<file path="src/rtl/router_pkg.sv">
// Shared router definitions: flit layout, slot indices, eligibility helper.
package router_pkg;
  localparam int         NUM_SLOTS  = 4;
  localparam int         FLIT_W     = 32;
  localparam logic [2:0] LOCAL_PORT = 3'b100;
  localparam int         VALID_BIT  = 1;
  localparam int         OPORT_MSB  = 6;
  localparam int         OPORT_LSB  = 4;

  localparam logic [1:0] SLOT_N = 2'd0;
  localparam logic [1:0] SLOT_E = 2'd1;
  localparam logic [1:0] SLOT_S = 2'd2;
  localparam logic [1:0] SLOT_W = 2'd3;

  typedef logic [FLIT_W-1:0] flit_t;

  // A flit wants to eject when it is valid and requests the local port.
  function automatic logic is_local(flit_t f);
    return f[VALID_BIT] && (f[OPORT_MSB:OPORT_LSB] == LOCAL_PORT);
  endfunction
endpackage

</file>
<file path="src/rtl/eject_scheduler_if.sv">
// Ejection handshake toward the local PE.
interface eject_scheduler_if;
  import router_pkg::*;
  flit_t ej_flit;
  logic  ej_valid;
  logic  ej_ready;

  modport master (output ej_flit, output ej_valid, input ej_ready);
  modport slave  (input ej_flit, input ej_valid, output ej_ready);
endinterface

</file>
<file path="src/rtl/eject_fifo.sv">
// DEPTH x 32 FIFO with registered fall-through head; push while full is
// accepted only when a pop happens in the same cycle.
module eject_fifo
  import router_pkg::*;
#(
  parameter int DEPTH = 2
) (
  input  logic  clk,
  input  logic  rst_n,
  input  logic  push,
  input  flit_t push_data,
  input  logic  pop,
  output logic  full,
  output logic  empty,
  output flit_t head
);
  localparam int AW = $clog2(DEPTH);

  flit_t         mem [DEPTH];
  logic [AW-1:0] wr_ptr, rd_ptr;
  logic [AW:0]   count;
  logic          do_push, do_pop;

  assign empty   = (count == '0);
  assign full    = (count == (AW+1)'(DEPTH));
  assign do_pop  = pop && !empty;
  assign do_push = push && (!full || do_pop);
  assign head    = mem[rd_ptr];

  // Storage, pointers (wrap naturally mod DEPTH) and occupancy.
  always_ff @(posedge clk or negedge rst_n) begin
    if (!rst_n) begin
      for (int i = 0; i < DEPTH; i++) mem[i] <= '0;
      wr_ptr <= '0;
      rd_ptr <= '0;
      count  <= '0;
    end else begin
      if (do_push) begin
        mem[wr_ptr] <= push_data;
        wr_ptr      <= wr_ptr + 1'b1;
      end
      if (do_pop) rd_ptr <= rd_ptr + 1'b1;
      case ({do_push, do_pop})
        2'b10:   count <= count + 1'b1;
        2'b01:   count <= count - 1'b1;
        default: count <= count;
      endcase
    end
  end
endmodule

</file>
<file path="src/rtl/eject_scheduler.sv">
// Round-robin ejection of one local-destined flit per cycle into a small
// FIFO; the ejected slot's valid bit is killed in the registered pass-through.
module eject_scheduler
  import router_pkg::*;
#(
  parameter int DEPTH = 2,
  parameter int CNT_W = 16
) (
  input  logic             clk,
  input  logic             rst_n,
  input  flit_t            in_n,
  input  flit_t            in_e,
  input  flit_t            in_s,
  input  flit_t            in_w,
  output flit_t            out_n,
  output flit_t            out_e,
  output flit_t            out_s,
  output flit_t            out_w,
  eject_scheduler_if.master ej,
  output logic             ej_blocked,
  output logic [CNT_W-1:0] eject_cnt
);
  logic [NUM_SLOTS-1:0][FLIT_W-1:0] in_v, out_d, out_q;
  logic [NUM_SLOTS-1:0]             elig;
  logic [1:0]                       rr_ptr, win, idx;
  logic                             any_elig, grant_en, grant, pop, full, empty;

  assign in_v = {in_w, in_s, in_e, in_n};

  // Eligibility per fixed slot index (never the flit's own inport field).
  always_comb begin
    elig = '0;
    for (int i = 0; i < NUM_SLOTS; i++) elig[i] = is_local(in_v[i]);
  end

  // First eligible slot searching from rr_ptr upward, mod 4.
  always_comb begin
    win      = rr_ptr;
    idx      = rr_ptr;
    any_elig = 1'b0;
    for (int k = 0; k < NUM_SLOTS; k++) begin
      idx = rr_ptr + 2'(k);
      if (!any_elig && elig[idx]) begin
        win      = idx;
        any_elig = 1'b1;
      end
    end
  end

  // A full FIFO can still take a flit if the PE drains the head this cycle.
  assign pop      = !empty && ej.ej_ready;
  assign grant_en = !full || pop;
  assign grant    = any_elig && grant_en;

  // Pass-through with only the granted slot's valid bit cleared.
  always_comb begin
    out_d = in_v;
    if (grant) out_d[win][VALID_BIT] = 1'b0;
  end

  // Output registers, arbitration pointer, blocked pulse, saturating counter.
  always_ff @(posedge clk or negedge rst_n) begin
    if (!rst_n) begin
      out_q      <= '0;
      rr_ptr     <= '0;
      ej_blocked <= 1'b0;
      eject_cnt  <= '0;
    end else begin
      out_q      <= out_d;
      ej_blocked <= any_elig && !grant_en;
      if (grant) rr_ptr <= win + 2'd1;
      if (grant && (eject_cnt != '1)) eject_cnt <= eject_cnt + 1'b1;
    end
  end

  assign out_n = out_q[SLOT_N];
  assign out_e = out_q[SLOT_E];
  assign out_s = out_q[SLOT_S];
  assign out_w = out_q[SLOT_W];

  eject_fifo #(.DEPTH(DEPTH)) u_fifo (
    .clk       (clk),
    .rst_n     (rst_n),
    .push      (grant),
    .push_data (in_v[win]),
    .pop       (pop),
    .full      (full),
    .empty     (empty),
    .head      (ej.ej_flit)
  );

  assign ej.ej_valid = !empty;
endmodule

</file>
<file path="src/flat_wrapper.sv">
// flat-port wrapper written by rule: the top's interface ports become plain ports
module eject_scheduler_flat import router_pkg::*;
#(
  parameter int DEPTH = 2,
  parameter int CNT_W = 16
)
  (clk, rst_n, in_n, in_e, in_s, in_w, out_n, out_e, out_s, out_w, ej_blocked, eject_cnt, ej_ej_flit, ej_ej_valid, ej_ej_ready);
  eject_scheduler_if ej_i ();
  input  logic clk;
  input  logic rst_n;
  input  flit_t in_n;
  input  flit_t in_e;
  input  flit_t in_s;
  input  flit_t in_w;
  output flit_t out_n;
  output flit_t out_e;
  output flit_t out_s;
  output flit_t out_w;
  output logic ej_blocked;
  output logic [CNT_W-1:0] eject_cnt;
  output wire logic [$bits(ej_i.ej_flit)-1:0] ej_ej_flit;
  output wire logic [$bits(ej_i.ej_valid)-1:0] ej_ej_valid;
  input wire logic [$bits(ej_i.ej_ready)-1:0] ej_ej_ready;
  assign ej_ej_flit = ej_i.ej_flit;
  assign ej_ej_valid = ej_i.ej_valid;
  assign ej_i.ej_ready = ej_ej_ready;
  eject_scheduler #(.DEPTH(DEPTH), .CNT_W(CNT_W)) u_core (.clk(clk), .rst_n(rst_n), .in_n(in_n), .in_e(in_e), .in_s(in_s), .in_w(in_w), .out_n(out_n), .out_e(out_e), .out_s(out_s), .out_w(out_w), .ej(ej_i), .ej_blocked(ej_blocked), .eject_cnt(eject_cnt));
endmodule
</file>
<file path="config.mk">
export PLATFORM = sky130hd
export DESIGN_NAME = eject_scheduler_flat
export DESIGN_NICKNAME = d
export VERILOG_FILES = /design/src/rtl/router_pkg.sv /design/src/rtl/eject_scheduler_if.sv /design/src/rtl/eject_fifo.sv /design/src/rtl/eject_scheduler.sv /design/src/flat_wrapper.sv
export SDC_FILE = /design/constraint.sdc
export NUM_CORES = 1
export LEC_CHECK = 0
export CAP_MARGIN = 20
export CORE_ASPECT_RATIO = 1.75
export CORE_UTILIZATION = 48
export DETAILED_ROUTE_END_ITERATION = 12
export PLACE_DENSITY = 0.86
export REMOVE_ABC_BUFFERS = 1
export SLEW_MARGIN = 15
export SYNTH_ARGS = -nofsm -noshare
export SYNTH_HDL_FRONTEND = slang
export SYNTH_SLANG_ARGS = --single-unit
</file>
<file path="constraint.sdc">
create_clock -name clk -period 4.6 [get_ports clk]
set_input_delay 0.69 -clock clk [delete_from_list [all_inputs] [get_ports clk]]
set_output_delay 0.69 -clock clk [all_outputs]
set_load 0.05 [all_outputs]
</file>
# Yosys cells after proc, flatten, opt, wreduce, memory -nomap -nowiden
# Cells that the tools add are included.
dict set report op_classes {
  addsub 9
  n_lt_le_gt_ge 9
  n_eq_ne 8
  muxes 27
  bitwise 4
  reduce_logical 25
}
# cell n
set op_table {}
lappend op_table {{$mux 32} 5}
lappend op_table {{$and 128x128->128} 1}
lappend op_table {{$mux 128} 1}
lappend op_table {{$not 128->128} 1}
lappend op_table {{$bmux 32 s2} 1}
lappend op_table {{$bwmux 64} 1}
lappend op_table {{$demux 32 s2} 1}
lappend op_table {{$demux 32 s1} 1}
lappend op_table {{$add 16x1->16 const B} 1}
lappend op_table {{$ne 16x16->1 const B} 1}
lappend op_table {{$logic_and 1x1->1} 15}
lappend op_table {{$lt 2x3->1 const B} 5}
lappend op_table {{$eq 3x3->1 const B} 4}
lappend op_table {{$bmux 1 s2} 4}
lappend op_table {{$mux 1} 8}
lappend op_table {{$mux 2} 4}
lappend op_table {{$add 2x1->2 const B} 3}
lappend op_table {{$logic_not 1->1} 6}
lappend op_table {{$add 2x2->2 const B} 2}
lappend op_table {{$eq 2x2->1 const B} 2}
lappend op_table {{$ge 2x2->1 const B} 2}
lappend op_table {{$not 1->2} 2}
lappend op_table {{$pmux 2 s2} 1}
lappend op_table {{$add 1x1->1 const B} 2}
lappend op_table {{other kinds (7)} 8}
dict set report word_totals {
  reg_bits 215
  inputBits 131
  out_inout_bits 178
  elab_cells 94
}

# Logic depth before layout (Yosys ltp)
dict set report logic_depth {
  depth_word 21
  mapped_depth 10
  mapped_depth_nobuf 8
}

# Modules after synthesis
# From an unflattened synthesis, not the netlist that was laid out.
dict set report hier_totals {
  hier_cells 476
  area_unflattened_um2 8177.8
}
# mod instances cells_each area_each_um2 seq_area_each_um2
set modules_own_cells {}
lappend modules_own_cells {eject_scheduler 1 287 5178.7 3678.5}
lappend modules_own_cells {eject_fifo 1 189 2999.1 1701.6}

# Least setup slack after synthesis
# OpenSTA, ideal clock, no wires.
dict set report synth_timing {
  kind {input to register}
  startpoint {input port in_w[5]}
  endpoint {register u_core.u_fifo.count[1]}
  setup_ns 0.079
  arrival_ns 2.314
  required_ns 4.521
  setup_slack_ns 2.207
  stages 9
  n_path_buf 2
  path_cell_list {and4bb_1 buf_6 nor4_4 nor2_4 inv_2 buf_2 ha_1 nor2_1 xor2_1}
}
dict set report synth_via {
  elab_chain_cells 18
  word_cells_on_any_way 26
  cone_classes {eq/ne (3); mux (13); reduce/logical (10)}
}
# item line
set synth_lines {}
lappend synth_lines {{start: declaration} flat_wrapper.sv:14} ;# input flit_t in_w;
lappend synth_lines {{$eq 3x3->1 *} router_pkg.sv:19} ;# return f[VALID_BIT] && (f[OPORT_MSB:OPORT_LSB] == LOCAL_PORT);
lappend synth_lines {{$logic_and 1x1->1 *} router_pkg.sv:19}
lappend synth_lines {{$bmux 1 s2} eject_scheduler.sv:43} ;# if (!any_elig && elig[idx]) begin
lappend synth_lines {{$mux 1 (not written as such)} eject_scheduler.sv:43}
lappend synth_lines {{$mux 1} eject_scheduler.sv:43}
lappend synth_lines {{$logic_not 1->1} eject_scheduler.sv:43}
lappend synth_lines {{$logic_and 1x1->1} eject_scheduler.sv:43}
lappend synth_lines {{$mux 1} eject_scheduler.sv:43}
lappend synth_lines {{[... 2 more ...]} n/a}
lappend synth_lines {{$mux 1} eject_scheduler.sv:43}
lappend synth_lines {{$logic_not 1->1} eject_scheduler.sv:43}
lappend synth_lines {{$logic_and 1x1->1} eject_scheduler.sv:43}
lappend synth_lines {{$mux 1 *} eject_scheduler.sv:43}
lappend synth_lines {{$logic_and 1x1->1 *} eject_scheduler.sv:53} ;# assign grant = any_elig && grant_en;
lappend synth_lines {{$logic_and 1x1->1 *} eject_fifo.sv:27} ;# assign do_push = push && (!full || do_pop);
lappend synth_lines {{$eq 2x1->1 / $eq 2x2->1 (equally long branches)} eject_fifo.sv:43} ;# case ({do_push, do_pop})
lappend synth_lines {{$pmux 2 s2 / $reduce_bool 2->1 (equally long branches)} n/a}
lappend synth_lines {{end signal: assignment} eject_fifo.sv:44} ;# 2'b10: count <= count + 1'b1;
lappend synth_lines {{end signal: assignment} eject_fifo.sv:45} ;# 2'b01: count <= count - 1'b1;
lappend synth_lines {{end signal: assignment} eject_fifo.sv:46} ;# default: count <= count;
lappend synth_lines {{end: declaration} eject_fifo.sv:21} ;# logic [AW:0] count;
# Mark *: on every way between the ends. The rest lies on a longest branch, timed or not. The select of a mux whose other input is x is not followed.
# A chain may end at the register's enable or synchronous reset.

# Final worst setup path
dict set report layout_timing {
  startpoint {register u_core.u_fifo.rd_ptr}
  endpoint {output port ej_ej_flit[7]}
}
dict set report layout_via {
  elab_chain_cells 4
}
# item line
set layout_lines {}
lappend layout_lines {{start: declaration} eject_fifo.sv:20} ;# logic [AW-1:0] wr_ptr, rd_ptr;
lappend layout_lines {{start signal: assignment} eject_fifo.sv:42} ;# if (do_pop) rd_ptr <= rd_ptr + 1'b1;
lappend layout_lines {{$not 1->2 (not written as such)} eject_fifo.sv:28} ;# assign head = mem[rd_ptr];
lappend layout_lines {{$mux 32 (not written as such) (3 in series)} eject_fifo.sv:28}
lappend layout_lines {{end: declaration} flat_wrapper.sv:21} ;# output wire logic [$bits(ej_i.ej_flit)-1:0] ej_ej_flit;
# Every way passes these cells. The select of a mux whose other input is x is not followed.

==> flow_metrics.py <==
metrics = {
    "clock_network": {
        "cts_hold_buf": 0,
        "root_buffer": "clkbuf_16",
        "numCtsBuffers": 19,
        "clk_latency_ns": 0.49,
        "clkSinkCount": 215,
        "cts_buffer_depth": 3,
        "cts_tree": "done",
        "clk_pin_slew_ns": 0.07,
        "postCtsSetupBuffers": 0,
        "ctsResizeCount": 0,
        "h-tree-depth": 1,
    },
    "drt": {
        "routed-wl-met3_mm": 1.558,
        "first_pass_iters": 4,
        "drc_errors": 0,
        "wl_per_cell_um": 21.63,
        "vias": 6067,
        "drtIter0Drc": 246,
        "antenna_left": 0,
        "drt-met1-wl_mm": 8.242,
        "vias_per_cell": 5.461,
        "routed_wl_mm": 24.04,
        "wl_met2_mm": 13.42,
        "top_layer_used": "met5",
    },
    "power": {
        "power_w": 0.007023,
        "max-vdd-ir-drop_uv": 438.6,
        "power_density_nw_per_um2": 581.8,
        "leakage_nw": 5.205,
    },
    "cells_and_area": {
        "layout.nets": 1011,
        "drive_above_1_share_pct": 10.84,
        "fillers": 1066,
        "multi_input_area_um2": 2596,
        "seqCellArea_um2": 5381,
        "area_growth_pct": 48.00,
    },
    "floorplan": {
        "die_w_um": 100.5,
        "initial_core_util_pct": 49.36,
        "rows": 62,
        "dieArea_um2": 17540,
        "coreArea_um2": 16520,
        "die_y_um": 174.4,
        "io_pins": 309,
    },
    "yosys": {
        "synth_top_area_share_pct": 65.96,
        "yosys-top-cells-count": "215 x dfrtp_1, 67 x nand2_1, 56 x mux2i_1, 56 x o221ai_1, 32 x mux2_2",
        "ys_types": 52,
        "synth_area_um2": 8157,
        "synth_edf_count": 0,
        "synth_cells": 565,
        "yosys_register_bits": 215,
        "yosys_warnings": 0,
        "ys.flop_type": "dfrtp_1",
        "synth.most_common_cell": "dfrtp_1",
        "yosysSeqAreaShare_pct": 65.96,
        "yosys.area.top_type": "dfrtp_1",
        "synthArstFlopShare_pct": 100.0,
        "synth.area.top_cells": "dfrtp_1 66%, mux2i_1 6.9%, o221ai_1 6.0%",
        "synth_area_per_cell_um2": 14.44,
    },
    "job": {
        "cap_violations": 0,
    },
    "timing": {
        "setup_viol": 0,
        "worst_slew_pin_slew_ns": 0.9363,
        "slew_headroom_pct": 37.43,
        "final.setup.worst_slack_ns": 1.299,
        "period_share_pct": 71.76,
        "fin_skew_ns": 0.01302,
        "holdWs_ns": 0.3339,
        "fmax_mhz": 302.9,
        "rsz0062_at_grt": "no",
        "setup-tns-final_ns": 0,
        "fin_crit_ns": 3.301,
        "final-hold-violation-count": 0,
        "slew_violations": 0,
    },
    "global_routing": {
        "overflow": 0,
        "gr-usage-all-layers_pct": 27.88,
        "antenna_found_initial": 2,
        "grt_pass1_wl_mm": 36.92,
        "grt_max_degree": 112,
        "grt_pass1_vias": 6673,
    },
    "worst_setup_path": {
        "end_kind": "output port",
        "rrSetupSlack_ns": 2.17,
        "worst_ep_required_time_ns": 3.91,
        "reg2reg_depth": 6,
        "worst_ep_arrival_time_ns": 2.61,
        "crit_type": "flip-flop to output port",
        "crit_fanout": 33,
        "critPathLaunchType": "flip-flop",
    },
    "place": {
        "portBuffers": 308,
        "place_ws_ns": 1.067,
        "routabilityCongestion": 0.8134,
        "place_hpwl_mm": 16.80,
    },
    "status": {
        "status": "finished, final reports clean",
    },
    "hold_path": {
        "hold_path.class": "input port to asynchronous set/reset pin",
    },
}
cells by family (layout without fill, tap and decap cells):
group / count (synthesis) / after routing / synth area share [%]
xor+xnor: 18 / 18 / 1.933
buf+inv: 34 / 355 / 2.270
flops: 215 / 215 / 65.96
mux: 90 / 90 / 11.57
other cells: 0 / 1 / 0
fa+ha+maj: 6 / 6 / 0.9204
simple gates: 127 / 127 / 9.035
compound gates: 75 / 75 / 8.314
cells in the final DEF, fill, tap and decap left out, types with 7 or more instances in the layout:
cell             Yosys  routed
nand2_1             67      67
nor2_1               8       8
mux2i_1             56      56
o221ai_1            56      56
mux2_2              32      32
dfrtp_1            215     214
clkdlybuf4s50_1      0     307
clkbuf_16            0      19
xor2_1              14      14
inv_1                7       7
worst paths after layout:
path                                      startpoint                     to
min in group clk                u_core.u_fifo.mem[1]   u_core.u_fifo.mem[1]
worst min register to register  u_core.u_fifo.mem[1]   u_core.u_fifo.mem[1]
worst min-delay path                           rst_n       u_core.out_w[13]
max in group asynchronous                      rst_n  u_core.u_fifo.mem[13]
worst max-delay path            u_core.u_fifo.rd_ptr          ej_ej_flit[7]
worst max register to register      u_core.rr_ptr[1]  u_core.u_fifo.mem[11]
power breakdown:
part / switching (W) / internal (W) / total [W]
clock network: 0.000686 / 0.000922 / 0.00161
registers: 0.000276 / 0.00223 / 0.00251
logic: 0.00179 / 0.00111 / 0.00291
area by class of cell:
class,count,share of cell area [%]
Sequential cell,215,44.58
Inverter,8,0.2488
Multi-Input combinational cell,316,21.51
Clock inverter,9,0.8292
Antenna cell,1,0.02073
Timing Repair Buffer,314,26.15
Clock buffer,24,4.343
Tap cell,224,2.322
routing by layer:
metal | vias up | global-route usage [%]
li1 | 2676 | -
met1 | 3083 | 29.85
met2 | 248 | 52.05
met3 | 58 | 6.232
met4 | 2 | 10.57
met5 | - | 0
state kept, by name, summed over array words and instances (netlist names):
register and flops:
u_core.u_fifo.mem 64, u_core.u_fifo.rd_ptr 1, u_core.out_n 32, u_core.rr_ptr 2
u_core.eject_cnt 16, u_core.out_s 32, u_core.out_e 32, u_core.u_fifo.wr_ptr 1
u_core.out_w 32, u_core.u_fifo.count 2, u_core.ej_blocked 1
critical path, stage by stage (launching register included):
cell             delay [ns]
dfrtp_2                0.94
mux2_2                 0.43
clkdlybuf4s50_1        0.73
per-stage QoR:
step / utilization [%] / cells / instance area, µm²
6_report: 73.06 / 1111 / 12070
5_1_grt: 73.04 / 1110 / 12070
4_1_cts: 73.04 / 1110 / 12070
3_5_place_dp: 69.26 / 1077 / 11440
3_3_place_gp: 69.26 / 1077 / 11440
2_1_floorplan: - / 539 / 8001
Power figures use the tool's default switching activity.
